==> src/rtl/pipelined_adder_nbit.sv <==
// -----------------------------------------------------------------------------
// pipelined_adder_nbit
//   WIDTH-bit adder with carry-in, split into STAGES slices of WIDTH/STAGES bits.
//   Each slice is a ripple chain built from pairs of half adders. The carry out
//   of a slice is registered and consumed by the next slice one cycle later.
//   Operand bits not yet consumed travel down the pipe with the partial sum.
//
//   Handshake: in_valid/in_ready on the input side, out_valid/out_ready on the
//   output side. One global stall (out_valid & ~out_ready) freezes every
//   pipeline register, so in_ready is combinational from out_ready.
//
//   Optional feature macro: ADDER_OVF_EN
//     defined   -> Ovf port present: signed overflow, registered with Sum.
//     undefined -> no Ovf port and no overflow logic.
// -----------------------------------------------------------------------------
module pipelined_adder_nbit #(
    parameter int WIDTH  = 8,
    parameter int STAGES = 2
) (
    input  logic             clk,
    input  logic             rst,
    input  logic             in_valid,
    output logic             in_ready,
    input  logic [WIDTH-1:0] A,
    input  logic [WIDTH-1:0] B,
    input  logic             Cin,
    output logic             out_valid,
    input  logic             out_ready,
    output logic [WIDTH-1:0] Sum,
    output logic             Carry
`ifdef ADDER_OVF_EN
    ,
    output logic             Ovf
`endif
);

    // Bits handled by each slice.
    localparam int SW = WIDTH / STAGES;

    genvar gi;
    genvar gj;

    // Reject configurations that cannot be split into equal slices.
    if (WIDTH < 1 || STAGES < 1 || STAGES > WIDTH || (WIDTH % STAGES) != 0) begin : g_param_check
        $error("pipelined_adder_nbit: WIDTH must be >= 1 and a multiple of STAGES, 1 <= STAGES <= WIDTH");
    end

    // Global flow control: the whole pipe either advances or holds.
    logic stall;
    logic advance;

    assign stall    = out_valid & ~out_ready;
    assign advance  = ~stall;
    assign in_ready = ~stall;

    // -------------------------------------------------------------------------
    // Pipeline stages. Stage gi computes slice gi combinationally from the
    // operands it receives and registers the result at its output.
    //   IN_W  : operand bits still to be consumed when entering this stage
    //   OUT_W : low sum bits known after this stage
    //   REM_W : operand bits forwarded to later stages
    // -------------------------------------------------------------------------
    for (gi = 0; gi < STAGES; gi++) begin : g_stage
        localparam int IN_W  = WIDTH - gi * SW;
        localparam int OUT_W = (gi + 1) * SW;
        localparam int REM_W = WIDTH - OUT_W;

        logic [IN_W-1:0]  a_in;
        logic [IN_W-1:0]  b_in;
        logic             c_in;
        logic             v_in;
        logic [SW:0]      chain;
        logic [SW-1:0]    slice_sum;
        logic [OUT_W-1:0] sum_next;

        logic             valid_reg;
        logic             carry_reg;
        logic [OUT_W-1:0] sum_reg;

        // Stage inputs: primary ports for the first slice, previous stage
        // registers for all others.
        if (gi == 0) begin : g_src
            assign a_in     = A;
            assign b_in     = B;
            assign c_in     = Cin;
            assign v_in     = in_valid;
            assign sum_next = slice_sum;
        end else begin : g_src
            assign a_in     = g_stage[gi-1].g_fwd.a_reg;
            assign b_in     = g_stage[gi-1].g_fwd.b_reg;
            assign c_in     = g_stage[gi-1].carry_reg;
            assign v_in     = g_stage[gi-1].valid_reg;
            assign sum_next = {slice_sum, g_stage[gi-1].sum_reg};
        end

        // Ripple chain: each bit is two half adders plus an OR for carry-out.
        assign chain[0] = c_in;
        for (gj = 0; gj < SW; gj++) begin : g_bit
            logic ha0_s;
            logic ha0_c;
            logic ha1_s;
            logic ha1_c;

            assign ha0_s          = a_in[gj] ^ b_in[gj];
            assign ha0_c          = a_in[gj] & b_in[gj];
            assign ha1_s          = ha0_s ^ chain[gj];
            assign ha1_c          = ha0_s & chain[gj];
            assign slice_sum[gj]  = ha1_s;
            assign chain[gj+1]    = ha0_c | ha1_c;
        end

        // Stage valid always follows its source when the pipe moves; data only
        // loads on a valid beat so the output holds its last value across bubbles.
        always_ff @(posedge clk or posedge rst) begin
            if (rst) begin
                valid_reg <= 1'b0;
                carry_reg <= 1'b0;
                sum_reg   <= '0;
            end else if (advance) begin
                valid_reg <= v_in;
                if (v_in) begin
                    carry_reg <= chain[SW];
                    sum_reg   <= sum_next;
                end
            end
        end

        // Upper operand bits that later slices still need.
        if (REM_W > 0) begin : g_fwd
            logic [REM_W-1:0] a_reg;
            logic [REM_W-1:0] b_reg;

            // Forward unconsumed operand slices unchanged alongside the sum.
            always_ff @(posedge clk or posedge rst) begin
                if (rst) begin
                    a_reg <= '0;
                    b_reg <= '0;
                end else if (advance && v_in) begin
                    a_reg <= a_in[IN_W-1:SW];
                    b_reg <= b_in[IN_W-1:SW];
                end
            end
        end
    end

    // Result comes straight from the last stage's registers.
    assign out_valid = g_stage[STAGES-1].valid_reg;
    assign Sum       = g_stage[STAGES-1].sum_reg;
    assign Carry     = g_stage[STAGES-1].carry_reg;

`ifdef ADDER_OVF_EN
    // Signed overflow: carry into the MSB differs from carry out of the MSB.
    logic ovf_next;
    logic ovf_reg;

    assign ovf_next = g_stage[STAGES-1].chain[SW-1] ^ g_stage[STAGES-1].chain[SW];

    // Overflow flag registered in lockstep with the last stage's sum.
    always_ff @(posedge clk or posedge rst) begin
        if (rst) begin
            ovf_reg <= 1'b0;
        end else if (advance && g_stage[STAGES-1].v_in) begin
            ovf_reg <= ovf_next;
        end
    end

    assign Ovf = ovf_reg;
`endif

endmodule

==> config.mk <==
export PLATFORM = sky130hd
export DESIGN_NAME = pipelined_adder_nbit
export DESIGN_NICKNAME = d
export VERILOG_FILES = /design/src/rtl/pipelined_adder_nbit.sv
export SDC_FILE = /design/constraint.sdc
export NUM_CORES = 1
export LEC_CHECK = 0
export CORE_ASPECT_RATIO = 1.5
export CORE_MARGIN = 10
export CORE_UTILIZATION = 51
export CTS_CLUSTER_SIZE = 20
export DETAILED_ROUTE_END_ITERATION = 8
export GPL_TIMING_DRIVEN = 0
export PLACE_DENSITY_LB_ADDON = 0.12
export SYNTH_ARGS = -nofsm -noshare
export SYNTH_HDL_FRONTEND = slang
export SYNTH_SLANG_ARGS = --single-unit
export TNS_END_PERCENT = 30
==> constraint.sdc <==
create_clock -name clk -period 5 [get_ports clk]
set_input_delay 0.5 -clock clk [delete_from_list [all_inputs] [get_ports clk]]
set_output_delay 0.5 -clock clk [all_outputs]
set_load 0.05 [all_outputs]
# After elaboration in Yosys (flattened, before gate mapping)
# Cells that the tools add are included.
# totals
register_bits	24
out_inout_bits	11
in_bits	21
# op_classes
bitwise_logic	43
n_reduce_logical	3
# op_table
operator	count
$and A1 B1 Y1	17
$xor A1 B1 Y1	16
$or A1 B1 Y1	8
$reduce_and A2 Y1	2
$not A1 Y1	2
$logic_and A1 B1 Y1	1

# Logic depth before layout (Yosys ltp)
# Gate-level depths: netlist of run 1.
# logic_depth
depth_word	9
depth_mapped	8

# Worst setup path after synthesis of run 1
# OpenSTA, ideal clock, no wires.
# synth_timing
kind	input to register
startpoint	in A[0]
endpoint	reg g_stage[0].sum_reg[3]
required_ns	4.918
stages	8
t_arrival_ns	2.092
slack_ns	2.826
path_buffers	0
path_cell_list	inv_1 fa_1 inv_1 fa_1 fa_1 inv_1 fa_1 a31oi_1
# synth_via
elab_chain_len	8
# synth_rtl
item	line	text
from (decl)	24	input logic [WIDTH-1:0] A,
$xor A1 B1 Y1	104	assign ha0_s = a_in[gj] ^ b_in[gj];
$and A1 B1 Y1	107	assign ha1_c = ha0_s & chain[gj];
$or A1 B1 Y1 (*)	109	assign chain[gj+1] = ha0_c | ha1_c;
$and A1 B1 Y1 (*)	107	
$or A1 B1 Y1 (*)	109	
$and A1 B1 Y1 (*)	107	
$or A1 B1 Y1 (*)	109	
$xor A1 B1 Y1 (*)	106	assign ha1_s = ha0_s ^ chain[gj];
to (signal assigned)	123	sum_reg <= sum_next;
to (decl)	78	logic [OUT_W-1:0] sum_reg;
# Every way passes the cells marked *; elsewhere a longest branch is shown, timed or not.
# A chain may end at the register's enable or synchronous reset.

# Final worst setup path of run 1
# layout_timing
startpoint	in out_ready
endpoint	out in_ready
# layout_via
elab_chain_len	3
# layout_rtl
item	line	text
from (decl)	28	input logic out_ready,
$not A1 Y1	52	assign stall = out_valid & ~out_ready;
$and A1 B1 Y1	52	
$not A1 Y1 (no line)	n/a	
to (decl)	23	output logic in_ready,
# No other way between the ends.

==> Implementation_results.wiki, run 1 <==
{| class="wikitable"
! Metric !! Value
|-
| GR met1 Demand/Resource || 11.05%
|-
| Netlist area before placement || 0.001200 mm2
|-
| Worst hold margin || 526.6 ps
|-
| Number of global-route vias before repair || 837
|-
| Final wirelength || 2202 um
|-
| Library cell used as clock root buffer || clkbuf_4
|-
| Number of filler instances in the final layout || 162
|-
| Headroom to the max-slew limit || 40.21%
|-
| Total of hold buffers inserted after clock tree synthesis || 0
|-
| Slew at the pin closest to its max-slew limit || 895.8 ps
|-
| Average footprint of a synthesized cell || 14.63 um2
|-
| Clock tree from TritonCTS || done
|-
| Via density per instance || 4.986
|-
| Count leader, synth || dfrtp_1
|-
| Biggest cell delay along the critical path || 810 ps
|-
| Number of buffer cells added on primary ports || 31
|-
| RSZ-0062 raised after global routing || no
|-
| Category of the worst setup path capture point || primary output
|-
| DR DRC count || 0
|-
| Post-CTS Setup Bufs || 0
|-
| Post-synth top area share || 50.05%
|-
| Grt total ovfl || 0
|-
| Antenna violations before repair || 0
|-
| Final max-slew violation count || 0
|-
| Leading register cell type out of synthesis || dfrtp_1
|-
| Total nets after synthesis || 111
|-
| Ranking of synthesized cells by instance count || 24 x dfrtp_1, 18 x inv_1, 14 x mux2_4
|-
| Core area || 0.002233 mm2
|-
| Fin crit share || 51.09%
|-
| Synthesis-to-layout area growth || 32.64%
|-
| TritonCTS Buffers || 3
|-
| Synthesized flop and latch total || 24
|-
| Count of vias placed by the detailed router || 698
|-
| H-tree depth || 1
|-
| Max Clock Freq || 391.5 MHz
|-
| Buffers & Inverters on Critical Path || 3
|-
| Met2 GRT Util || 17.33%
|-
| Ys Warns || 0
|-
| Number of flops mapped to enable cells by yosys || 0
|-
| Cell leakage power || 0.7760 nW
|-
| Result of the run || finished clean
|-
| Initial drt markers || 6
|-
| Post-route setup TNS || 0 ps
|-
| Synth area leaders || dfrtp_1 50%, mux2_4 18%, fa_1 13%, inv_1 5.6%, mux2i_1 2.5%
|-
| Sequential fraction of the synthesis area || 50.05%
|-
| Multi-input gate area || 505.5 um2
|-
| Hold WC Path Type || flop to flop
|-
| Top-level I/O count || 32
|-
| Classification of the worst setup path || primary input to primary output
|-
| Clock tree skew after final layout || 10.47 ps
|-
| Clk pin slew, worst setup/hold paths || 130 ps
|-
| Average wire per cell in the routed design || 15.73 um
|-
| Startpoint kind of the worst setup timing path || primary input
|-
| Pin count of the biggest net entering global routing || 25
|-
| Quantity of gates resized following cts || 0
|-
| Weighted congestion reported at the end of routability-driven placement || 0.6988
|-
| Final hold violations || 0
|-
| Max_cap viols || 0
|-
| Count of cell types in the netlist || 15
|-
| Minimum period implied by the final worst setup slack || 2554 ps
|-
| GR Layer Usage met3 || 3.662%
|-
| Number of sinks handled by clock tree synthesis || 24
|-
| Global-route wire length before repair || 3857 um
|-
| Nets || 147
|-
| Combined flip-flop and latch cell area || 600.6 um2
|-
| Highest-delay cell along the critical path || clkdlybuf4s50_1
|-
| Standard-cell row count || 21
|-
| PwrDens || 506.5 mW/mm2
|-
| Required @ worst endpoint || 4500 ps
|-
| Biggest area consumer among synthesized cells || dfrtp_1
|-
| Layout cell share with drive strength beyond 1 || 21.37%
|-
| Critical-path maximum fanout || 10
|-
| Number of diodes || 0
|-
| Number of instances in the synthesized netlist || 82
|-
| Detailed Place HPWL || 1732 um
|-
| Post-route core utilization || 71.26%
|-
| Max reg flops || 8
|-
| Largest delay share family, worst path || buffers and inverters
|-
| Final setup vio count || 0
|-
| Worst ir drop on vdd || 0.0003310 V
|-
| Fraction of registers with async set or reset after synthesis || 100.0%
|-
| Number of antenna-violating nets in the routed design || 0
|-
| Die boundary height || 79.41 um
|-
| Worst endpoint data arrival time || 2050 ps
|-
| GRT Resource Usage Total || 10.39%
|-
| Insertion delay to the later sink of the worst-skew pair || 330 ps
|-
| Number of detailed-route iterations in the first pass || 3
|-
| Overall die width || 59.61 um
|-
| Clock Path Buffers || 2
|-
| Most repeated library cell on the critical path || clkdlybuf4s50_1
|-
| Starting Density || 53.73%
|-
| Total die area || 0.004733 mm2
|-
| Grt peak-use layer || met2
|-
| CP Cell Sequence || clkdlybuf4s50_1 > nand2b_4 > buf_8 > clkdlybuf4s50_1
|}
## through the flow
stage / cells / power [mW] / cell area (um2) / worst slack, ps
after floorplan: 82 / 0.5494 / 1200 / 2826
after global placement: 136 / 0.6661 / 1539 / 2359
after detailed placement: 136 / 0.6750 / 1539 / 2300
after CTS: 140 / 0.8175 / 1592 / 2428
after global routing: 140 / 0.8473 / 1592 / 2401
final: 140 / 0.8061 / 1592 / 2446
## cell type report
cell class | instances | share of cell area (%)
inverter | 18 | 4.245
multi-input combinational | 38 | 31.76
clock buffer | 3 | 1.415
clock inverter | 1 | 1.887
buffer | 2 | 1.651
sequential | 24 | 37.74
timing repair buffer | 31 | 19.50
tap | 23 | 1.808
## power breakdown
part	total [mW]	switching (mW)	internal [mW]
Combinational	0.375	0.211	0.163
Sequential	0.289	0.0360	0.253
Clock	0.142	0.0610	0.0812
## layer usage
layer	vias to the layer above	share of wire [%]
met2	19	52
met4	0	2.3
met3	5	7.3
li1	325	-
met5	-	0
met1	349	38
## worst register-to-register path, stage by stage (launching register included)
cell,delay (ps)
dfrtp_1,390
inv_1,100
fa_1,180
inv_1,50
fa_1,390
fa_1,380
inv_1,90
fa_1,410
mux2i_1,130
## cells by family (layout without fill, tap and decap cells)
kind of cell               Yosys count  in the layout  synth area share (%)
DFF                                 24             24                 50.05
buffers and inverters               20             55                 7.820
muxes                               19             19                 21.90
adders and majority gates            8              8                 13.35
AOI/OAI and AO/OA                    7              7                 3.232
and+or+nand+nor                      4              4                 3.649
## path summary, 6_finish.rpt
| kind | depth (start not counted) | start | to | slack [ps] |
|---|---|---|---|---|
| max in group asynchronous | 2 | rst | g_stage[0].carry_reg$_DFFE_PP0P_ | 3800 |
| max | 4 | out_ready | in_ready | 2450 |
| min reg2reg | 1 | Sum[1]$_DFFE_PP0P_ | Sum[1]$_DFFE_PP0P_ | 530 |
| min in group asynchronous | 2 | rst | g_stage[0].g_fwd.a_reg[0]$_DFFE_PP0P_ | 640 |
| min | 1 | Sum[1]$_DFFE_PP0P_ | Sum[1]$_DFFE_PP0P_ | 530 |
| max reg2reg | 8 | g_stage[0].carry_reg$_DFFE_PP0P_ | Sum[7]$_DFFE_PP0P_ | 2840 |
## cells in the final DEF (no fill, tap or decap)
master           synthesis  layout
mux2i_1                  3       3
nand2b_4                 1       1
nand2_1                  1       1
inv_1                   18      18
a31oi_1                  3       3
mux2_2                   2       2
buf_8                    1       1
bufinv_16                0       1
a21oi_1                  3       3
buf_6                    1       1
o21ai_0                  1       1
dfrtp_1                 24      24
clkdlybuf4s50_1          0      31
mux2_4                  14      14
fa_1                     8       8
nand2_2                  1       1
nand2_8                  1       1
clkbuf_4                 0       3
Power figures use the tool's default switching activity.
==> run 2: changes to the inputs <==
- CORE_UTILIZATION: 51 -> 43
- clock period: 5 -> 2.04 ns (I/O delays scaled with it)
==> Implementation_results.wiki, run 2 (synthesis gave the netlist of run 1 again) <==
{| class="wikitable"
! Metric !! Value
|-
| Classification of the worst setup path || flop to flop
|-
| Clock tree skew after final layout || 8.558 ps
|-
| Slew at the pin closest to its max-slew limit || 889.1 ps
|-
| Leading cell type in the layout, fill and taps excluded || clkdlybuf4s50_1
|-
| Worst ir drop on vdd || 0.0007105 V
|-
| Library cell used as clock root buffer || clkbuf_8
|-
| Startpoint kind of the worst setup timing path || flop
|-
| Final cell area excluding filler cells || 0.001635 mm2
|-
| Top-level I/O count || 32
|-
| Nets || 149
|-
| Number of diodes || 0
|-
| Final hold violations || 0
|-
| Layout cell share with drive strength beyond 1 || 31.93%
|-
| Core area || 0.002676 mm2
|-
| Critical-path maximum fanout || 2
|-
| Biggest cell delay along the critical path || 390 ps
|-
| DR DRC count || 0
|-
| Final Power || 1.962 mW
|-
| Largest delay share family, worst path || adder cells
|-
| Number of global-route vias before repair || 849
|-
| Highest-delay cell along the critical path || fa_1
|-
| Initial drt markers || 19
|-
| Final WS setup || 50.72 ps
|-
| Final max-slew violation count || 0
|-
| PwrDens || 1199 mW/mm2
|-
| Number of antenna-violating nets in the routed design || 0
|-
| Pin count of the biggest net entering global routing || 25
|-
| Average wire per cell in the routed design || 14.20 um
|-
| Global-route wire length before repair || 3843 um
|-
| Via density per instance || 4.513
|-
| Synthesis-to-layout area growth || 36.29%
|-
| Max Clock Freq || 502.7 MHz
|-
| Weighted congestion reported at the end of routability-driven placement || 0.7130
|-
| Detailed Place HPWL || 1683 um
|-
| Die boundary height || 84.70 um
|-
| Clk pin slew, worst setup/hold paths || 80 ps
|-
| Minimum period implied by the final worst setup slack || 1989 ps
|-
| Hold WC Path Type || primary input to async pin
|-
| Overall die width || 63.13 um
|-
| Grt total ovfl || 0
|-
| TritonCTS Buffers || 3
|-
| Most frequent cells in the layout || 28 x clkdlybuf4s50_1, 24 x dfrtp_1, 14 x mux2_4
|-
| Clock Path Buffers || 2
|-
| Final wirelength || 2215 um
|-
| Count of vias placed by the detailed router || 704
|-
| Buffers & Inverters on Critical Path || 3
|-
| GRT Resource Usage Total || 8.911%
|-
| Category of the worst setup path capture point || flop
|-
| Cell leakage power || 0.7799 nW
|-
| Starting Density || 44.83%
|-
| Number of buffer cells added on primary ports || 31
|-
| Standard-cell row count || 23
|-
| Clock tree from TritonCTS || done
|-
| Pre-CTS setup slack || -358.6 ps
|-
| Fin crit share || 97.51%
|-
| Total die area || 0.005347 mm2
|-
| Cell area after placement || 0.001556 mm2
|-
| Max reg flops || 8
|-
| Insertion delay to the later sink of the worst-skew pair || 260 ps
|-
| Max_cap viols || 0
|-
| Number of sinks handled by clock tree synthesis || 24
|-
| Antenna violations before repair || 0
|-
| Headroom to the max-slew limit || 40.66%
|-
| Worst hold margin || 430.3 ps
|-
| Number of detailed-route iterations in the first pass || 3
|-
| Final setup vio count || 0
|-
| RSZ-0062 raised after global routing || yes
|-
| Result of the run || finished clean
|-
| H-tree depth || 1
|-
| CP Cell Sequence || inv_2 > fa_1 > inv_1 > fa_2 > fa_2 > inv_2 > fa_1 > mux2i_1
|-
| Required @ worst endpoint || 2240 ps
|-
| Worst endpoint data arrival time || 2180 ps
|}
-- run 2: final cells by class --
cell class / instances / area, um2
buffer: 2 / 26.28
clock buffer: 4 / 55.05
fill: 222 / 1041
inverter: 18 / 67.56
multi-input combinational: 38 / 518.0
sequential: 24 / 600.6
tap: 37 / 46.29
timing repair buffer: 33 / 321.6
-- run 2: final timing paths --
check	startpoint	end	slack [ps]	depth (start not counted)
worst max-delay path	g_stage[0].carry_reg$_DFFE_PP0P_	Sum[7]$_DFFE_PP0P_	50	8
worst min-delay path	rst	g_stage[0].g_fwd.b_reg[1]$_DFFE_PP0P_	430	2
worst max register to register	g_stage[0].carry_reg$_DFFE_PP0P_	Sum[7]$_DFFE_PP0P_	50	8
worst min register to register	g_stage[0].g_fwd.b_reg[3]$_DFFE_PP0P_	g_stage[0].g_fwd.b_reg[3]$_DFFE_PP0P_	510	1
max in group asynchronous	rst	g_stage[0].sum_reg[3]$_DFFE_PP0P_	1060	2
min in group clk	g_stage[0].g_fwd.b_reg[3]$_DFFE_PP0P_	g_stage[0].g_fwd.b_reg[3]$_DFFE_PP0P_	510	1
-- run 2: what timing repair did --
action	in CTS	in global routing
endpoints found under the hold margin	0	0
pin swaps	5	0
endpoints found under the setup margin	2	1
gates resized for setup	12	2
setup buffers	0	2
hold buffers	0	0
-- run 2: metal layers --
| metal | track usage, % | vias up | share of wire [%] |
|---|---|---|---|
| met1 | 9.787 | 353 | 39 |
| met2 | 15.66 | 17 | 55 |
| met4 | 3.061 | 0 | 1.2 |
| li1 | - | 330 | - |
| met3 | 2.793 | 4 | 5.0 |
| met5 | 0 | - | 0 |
-- run 2: metrics by stage --
stage | utilization, % | std cells | setup TNS, ps
after floorplan | - | 82 | 0
after global placement | 58.16 | 150 | -586.6
after detailed placement | 58.16 | 150 | -710.2
after CTS | 60.54 | 154 | 0
after global routing | 61.10 | 156 | -52.99
final | 61.10 | 156 | 0
-- run 2: where the power goes --
part | switching [mW] | total (mW) | internal [mW] | leakage [nW]
clock | 0.141 | 0.313 | 0.172 | 0.0288
sequential | 0.0896 | 0.711 | 0.622 | 0.277
combinational | 0.523 | 0.937 | 0.414 | 0.474
==> run 3: changes to the inputs <==
- ABC_CLOCK_PERIOD_IN_PS: unset -> 2040
==> results of run 3 <==
No change in the layout: final DEF, timing and power equal those of run 2.
